--- config.mk ---
export PLATFORM = sky130hd
export DESIGN_NAME = dmem_arbiter
export DESIGN_NICKNAME = d
export VERILOG_FILES = /design/src/rtl/dmem_pkg.sv /design/src/rtl/dmem_rr_pick.sv /design/src/rtl/dmem_arbiter.sv
export SDC_FILE = /design/constraint.sdc
export NUM_CORES = 1
export LEC_CHECK = 0
export BUFFER_PORTS_ARGS = -buffer_cell sky130_fd_sc_hd__clkbuf_2
export CAP_MARGIN = 20
export CORE_MARGIN = 8
export CORE_UTILIZATION = 47
export DETAILED_ROUTE_END_ITERATION = 10
export PLACE_DENSITY_LB_ADDON = 0.25
export SETUP_SLACK_MARGIN = 0.5
export SLEW_MARGIN = 20
export SYNTH_ARGS = -nofsm -noshare
export SYNTH_HDL_FRONTEND = slang
export SYNTH_SLANG_ARGS = --single-unit
--- constraint.sdc ---
create_clock -name clk_i -period 2.3 [get_ports clk_i]
set_input_delay 0.115 -clock clk_i [delete_from_list [all_inputs] [get_ports clk_i]]
set_output_delay 0.115 -clock clk_i [all_outputs]
set_load 0.05 [all_outputs]
--- src/rtl/dmem_pkg.sv ---
// dmem_pkg: shared types and helpers for the data-memory arbiter
// Provides the access-size and FSM-state enums, the latched request record and the
// alignment check used to suppress misaligned stores and flag errors.
package dmem_pkg;

    // Request record fields are sized for the widest supported port (32 bits).
    localparam int REQ_AW = 32;
    localparam int REQ_DW = 32;

    typedef enum logic [1:0] {
        MEM_BYTE = 2'b00,
        MEM_HALF = 2'b01,
        MEM_WORD = 2'b10
    } mem_type_e;

    typedef enum logic [1:0] {
        IDLE,
        ISSUE,
        RESP
    } arb_state_e;

    typedef struct packed {
        logic              we;
        mem_type_e         mtype;
        logic              sign;
        logic [REQ_AW-1:0] addr;
        logic [REQ_DW-1:0] wdata;
    } mem_req_t;

    function automatic logic misaligned(input mem_type_e t, input logic [1:0] a);
        return (t == MEM_HALF && a[0]) || (t == MEM_WORD && a != 2'b00);
    endfunction

endpackage

--- src/rtl/dmem_rr_pick.sv ---
// dmem_rr_pick: two-way grant selection from request valids
// Ports: valid[1:0] requests, last_grant (1 = m1 won last), grant[1:0] one-hot or zero.
// When both request, the side that did not win last time is chosen, or m0 under FIXED_PRIO.
module dmem_rr_pick #(
    parameter int FIXED_PRIO = 0
) (
    input  logic [1:0] valid,
    input  logic       last_grant,
    output logic [1:0] grant
);

    always_comb grant = (&valid) ? ((FIXED_PRIO != 0 || last_grant) ? 2'b01 : 2'b10) : valid;

endmodule

--- src/rtl/dmem_arbiter.sv ---
// dmem_arbiter: shares one data-memory port between m0 (core LSU) and m1 (debug/DMA)
// Ports: clk_i/rst_ni (async active-low); per requester mN_* request channel
// (valid/ready/write_en/mem_type/mem_sign/addr/write_data) and response channel
// (rvalid/rready/read_data/err); mem_* drive the memory for exactly one ISSUE cycle,
// mem_read_data_i is the memory's combinational read data.
module dmem_arbiter
    import dmem_pkg::*;
#(
    parameter int ADDR_WIDTH = 32,
    parameter int DATA_WIDTH = 32,
    parameter int FIXED_PRIO = 0
) (
    input  logic                  clk_i,
    input  logic                  rst_ni,
    input  logic                  m0_valid_i,
    output logic                  m0_ready_o,
    input  logic                  m0_write_en_i,
    input  mem_type_e             m0_mem_type_i,
    input  logic                  m0_mem_sign_i,
    input  logic [ADDR_WIDTH-1:0] m0_addr_i,
    input  logic [DATA_WIDTH-1:0] m0_write_data_i,
    output logic                  m0_rvalid_o,
    input  logic                  m0_rready_i,
    output logic [DATA_WIDTH-1:0] m0_read_data_o,
    output logic                  m0_err_o,
    input  logic                  m1_valid_i,
    output logic                  m1_ready_o,
    input  logic                  m1_write_en_i,
    input  mem_type_e             m1_mem_type_i,
    input  logic                  m1_mem_sign_i,
    input  logic [ADDR_WIDTH-1:0] m1_addr_i,
    input  logic [DATA_WIDTH-1:0] m1_write_data_i,
    output logic                  m1_rvalid_o,
    input  logic                  m1_rready_i,
    output logic [DATA_WIDTH-1:0] m1_read_data_o,
    output logic                  m1_err_o,
    output logic                  mem_write_en_o,
    output mem_type_e             mem_type_o,
    output logic                  mem_sign_o,
    output logic [ADDR_WIDTH-1:0] mem_addr_o,
    output logic [DATA_WIDTH-1:0] mem_write_data_o,
    input  logic [DATA_WIDTH-1:0] mem_read_data_i
);

    arb_state_e            state;
    mem_req_t              req, req0, req1;
    logic                  owner, last_grant, rvalid, err, idle, issue, mis, rready;
    logic [1:0]            grant;
    logic [DATA_WIDTH-1:0] rdata;

    dmem_rr_pick #(.FIXED_PRIO(FIXED_PRIO)) u_pick (
        .valid     ({m1_valid_i, m0_valid_i}),
        .last_grant(last_grant),
        .grant     (grant)
    );

    assign req0 = '{m0_write_en_i, m0_mem_type_i, m0_mem_sign_i, REQ_AW'(m0_addr_i), REQ_DW'(m0_write_data_i)};
    assign req1 = '{m1_write_en_i, m1_mem_type_i, m1_mem_sign_i, REQ_AW'(m1_addr_i), REQ_DW'(m1_write_data_i)};

    // Ready is masked by reset so every output reads 0 while rst_ni is low.
    assign idle       = rst_ni && state == IDLE;
    assign m0_ready_o = idle & grant[0];
    assign m1_ready_o = idle & grant[1];

    // Memory port is decoded from the state register, so an async reset drops the
    // write enable immediately.
    assign issue            = state == ISSUE;
    assign mis              = misaligned(req.mtype, req.addr[1:0]);
    assign mem_write_en_o   = issue & req.we & ~mis;
    assign mem_type_o       = issue ? req.mtype : MEM_BYTE;
    assign mem_sign_o       = issue & req.sign;
    assign mem_addr_o       = issue ? ADDR_WIDTH'(req.addr) : '0;
    assign mem_write_data_o = issue ? DATA_WIDTH'(req.wdata) : '0;

    assign m0_rvalid_o    = rvalid & ~owner;
    assign m1_rvalid_o    = rvalid & owner;
    assign m0_read_data_o = m0_rvalid_o ? rdata : '0;
    assign m1_read_data_o = m1_rvalid_o ? rdata : '0;
    assign m0_err_o       = m0_rvalid_o & err;
    assign m1_err_o       = m1_rvalid_o & err;
    assign rready         = owner ? m1_rready_i : m0_rready_i;

    always_ff @(posedge clk_i or negedge rst_ni) begin
        if (!rst_ni) begin
            state      <= IDLE;
            req        <= '0;
            owner      <= 1'b0;
            last_grant <= 1'b1;
            rvalid     <= 1'b0;
            rdata      <= '0;
            err        <= 1'b0;
        end else begin
            case (state)
                IDLE: if (|grant) begin
                    req        <= grant[1] ? req1 : req0;
                    owner      <= grant[1];
                    last_grant <= grant[1];
                    state      <= ISSUE;
                end
                ISSUE: begin
                    rdata  <= (req.we | mis) ? '0 : mem_read_data_i;
                    err    <= mis;
                    rvalid <= 1'b1;
                    state  <= RESP;
                end
                RESP: if (rready) begin
                    rvalid <= 1'b0;
                    state  <= IDLE;
                end
                default: state <= IDLE;
            endcase
        end
    end

endmodule
==> flow_summary.json <==
{
  "p_total_mw": 13.0,
  "hold_violations": 0,
  "die-area_um2": 17400,
  "drive_gt1_share_pct": 61.8,
  "leakage_nw": 5.05,
  "die_w_um": 132,
  "start_kind": "flip-flop",
  "boundaryPins": 312,
  "netSwitchingPower_mw": 5.76,
  "cts_max_level": 3,
  "crit_arrival_ns": 1.69,
  "via_per_inst": 5.08,
  "grtUsageTotal_pct": 21.5,
  "drtAntennaViolNets": 0,
  "top_layer_used": "met5",
  "syn_to_final_growth_pct": 49.8,
  "clock_sinks": 106,
  "ys_warn_count": 0,
  "ys_types": 28,
  "wl_met3_mm": 1.55,
  "initial_core_util_pct": 47.9,
  "cellInternalPower_mw": 7.29,
  "fin_setup_tns_ns": 0,
  "post-route-period-util_pct": 78.4,
  "diodes": 0,
  "period_needed_ns": 1.80,
  "cts.clk_slew.worst_paths_ns": 0.07,
  "dp.final_hpwl_mm": 14.2,
  "worst_slew_pin_slew_ns": 0.554,
  "drt_pre_antenna_iters": 4,
  "drt-total-wl_mm": 20.0,
  "fin_nets": 985,
  "syn_area_per_cell_um2": 13.2,
  "p_sw_share_pct": 44.1,
  "crit_required_ns": 2.18,
  "root_buffer": "clkbuf_16",
  "p_clk_share_pct": 12.5,
  "vias": 5044,
  "numCtsBuffers": 9,
  "grt_pass1_wl_mm": 30.3,
  "skew_ns": 0.0115,
  "grt_overflow": 0,
  "fmax_mhz": 554,
  "cts_tree": "yes",
  "rr_worst_depth": 5,
  "drt-met1-wl_mm": 7.78,
  "setup_viol": 0,
  "mostFrequentLayoutCells": "207 x clkbuf_2, 136 x mux2_4, 102 x dfrtp_1",
  "synth_cells": 477,
  "slew_headroom_pct": 63.1,
  "yosysSeqAreaShare_pct": 42.0,
  "rsz0062_at_grt": "true",
  "pwr-share-comb_pct": 62.2,
  "ir_worst_vdd_mv": 0.856,
  "fillers": 914,
  "met2_length_mm": 10.3,
  "first_global_vias": 5577,
  "route.detailed.drc": 0,
  "clk_latency_ns": 0.34,
  "io_buffer_count": 311,
  "clockBufferDepth": 2,
  "cp-end-kind": "output port",
  "die_h_um": 132,
  "core_um2": 13200,
  "synth_seq_cells": 106,
  "rows": 42,
  "seq_power_share_pct": 25.3,
  "max_cap_violations": 0,
  "power_per_cell_area_nw_per_um2": 1380,
  "min_path_cells": 2,
  "status": "completed",
  "grt_max_degree": 107,
  "globalplace.congestion": 0.816,
  "antenna_found_initial": 1,
  "wl_per_cell_um": 20.2,
  "final_common_cell": "clkbuf_2",
  "syn_nets": 651,
  "hp-class": "in -> reg",
  "synth_area_um2": 6320,
  "drt-initial-drc-count": 199,
  "critPathKind": "reg -> out",
  "critPathMaxFanout": 27,
  "finalMaxSlewViolations": 0
}
[sequential cells by signal (all words and copies together), names as in the netlist]
name	flops
rvalid	1
req	68
last_grant	1
state	2
owner	1
rdata	32
err	1
[layer usage]
layer	up-vias	track usage, %
li1	2337	-
met1	2454	24.1
met2	226	38.0
met3	25	6.59
met4	2	7.02
met5	-	0
[cell type report]
cell class	count	area, um2	share of cell area, %
Multi-Input combinational cell	329	3380	35.7
Timing Repair Buffer	362	2870	30.4
Clock buffer	9	225	2.38
Sequential cell	106	2660	28.1
Inverter	3	11.3	0.119
Tap cell	176	220	2.33
Clock inverter	7	93.8	0.992
[power by group through the flow]
stage          Combinational, mW  Clock, mW  Sequential [mW]
2_1_floorplan               5.81          0             3.06
3_3_place_gp                7.40          0             3.27
3_5_place_dp                7.54          0             3.28
4_1_cts                     7.87       1.68             3.30
5_1_grt                     8.51       1.75             3.40
6_report                    8.11       1.64             3.30
[worst max-delay path, stage by stage, from the launching register on]
cell	delay (ns)
dfrtp_2	0.45
and2b_2	0.27
buf_6	0.21
and2_1	0.17
clkbuf_4	0.23
[metrics by stage]
| step | setup slack (ns) | std cells | hold WS (ns) | utilization, % | area, um2 |
|---|---|---|---|---|---|
| floorplan | 0.570 | 477 | -0.181 | - | 6320 |
| global placement | 0.468 | 935 | 0.244 | 63.9 | 8430 |
| detailed placement | 0.425 | 935 | 0.264 | 63.9 | 8430 |
| CTS | 0.483 | 977 | 0.000204 | 69.9 | 9220 |
| global route | 0.410 | 992 | 0.00723 | 71.7 | 9460 |
| finish | 0.496 | 992 | 0.0113 | 71.7 | 9460 |
[kinds of logic (layout without fill, tap and decap cells)]
logic type	count (synthesis)	in the layout	share of synthesized area [%]
AO/OA/AOI/OAI	42	42	5.80
XOR/XNOR	1	1	0.139
buffers and inverters	43	381	5.07
flip-flops	106	106	42.0
multiplexers	137	137	32.5
AND/OR/NAND/NOR	148	149	14.5
[path summary, 6_finish.rpt]
path | from | to | slack, ns
worst max-delay path | state[1]$_DFFE_PN0P_ | mem_write_data_o[24] | 0.50
worst min-delay path | mem_read_data_i[6] | rdata[6]$_DFFE_PN0P_ | 0.01
worst max register to register | last_grant$_DFFE_PN1P_ | req[20]$_DFFE_PN0P_ | 0.56
worst min register to register | req[12]$_DFFE_PN0P_ | req[12]$_DFFE_PN0P_ | 0.51
max in group asynchronous | rst_ni | req[36]$_DFFE_PN0P_ | 1.39
min in group asynchronous | rst_ni | rdata[28]$_DFFE_PN0P_ | 0.49
[cells in the mapped netlist]
cell type	n	share of area [%]
buf_6	5	0.89
and3b_1	1	0.14
and3_1	34	3.4
a2111oi_4	1	0.44
xor2_1	1	0.14
nand2_1	3	0.18
mux2_4	136	32
o32ai_1	1	0.14
o21a_1	1	0.12
dfrtp_1	105	42
nor2b_1	1	0.099
buf_12	3	0.95
a21bo_1	1	0.16
o21ai_0	2	0.16
clkbuf_1	20	1.2
inv_1	3	0.18
dfstp_2	1	0.42
nand2b_4	1	0.22
and2_1	101	10
a22o_1	32	4.4
buf_2	1	0.079
and2b_1	1	0.12
buf_4	7	0.83
nor2_1	6	0.36
mux2_2	1	0.18
a31oi_1	2	0.20
a21oi_1	2	0.16
buf_8	4	0.95
[timing repair]
item | in CTS | in global routing
pin swaps | 0 | 1
endpoints found under the setup margin | 201 | 167
hold buffers | 23 | 2
cloned | 3 | 5
setup buffers | 0 | 8
resized for setup | 66 | 60
endpoints found under the hold margin | 127 | 2
Note: power is estimated with default switching activity, not from simulation.
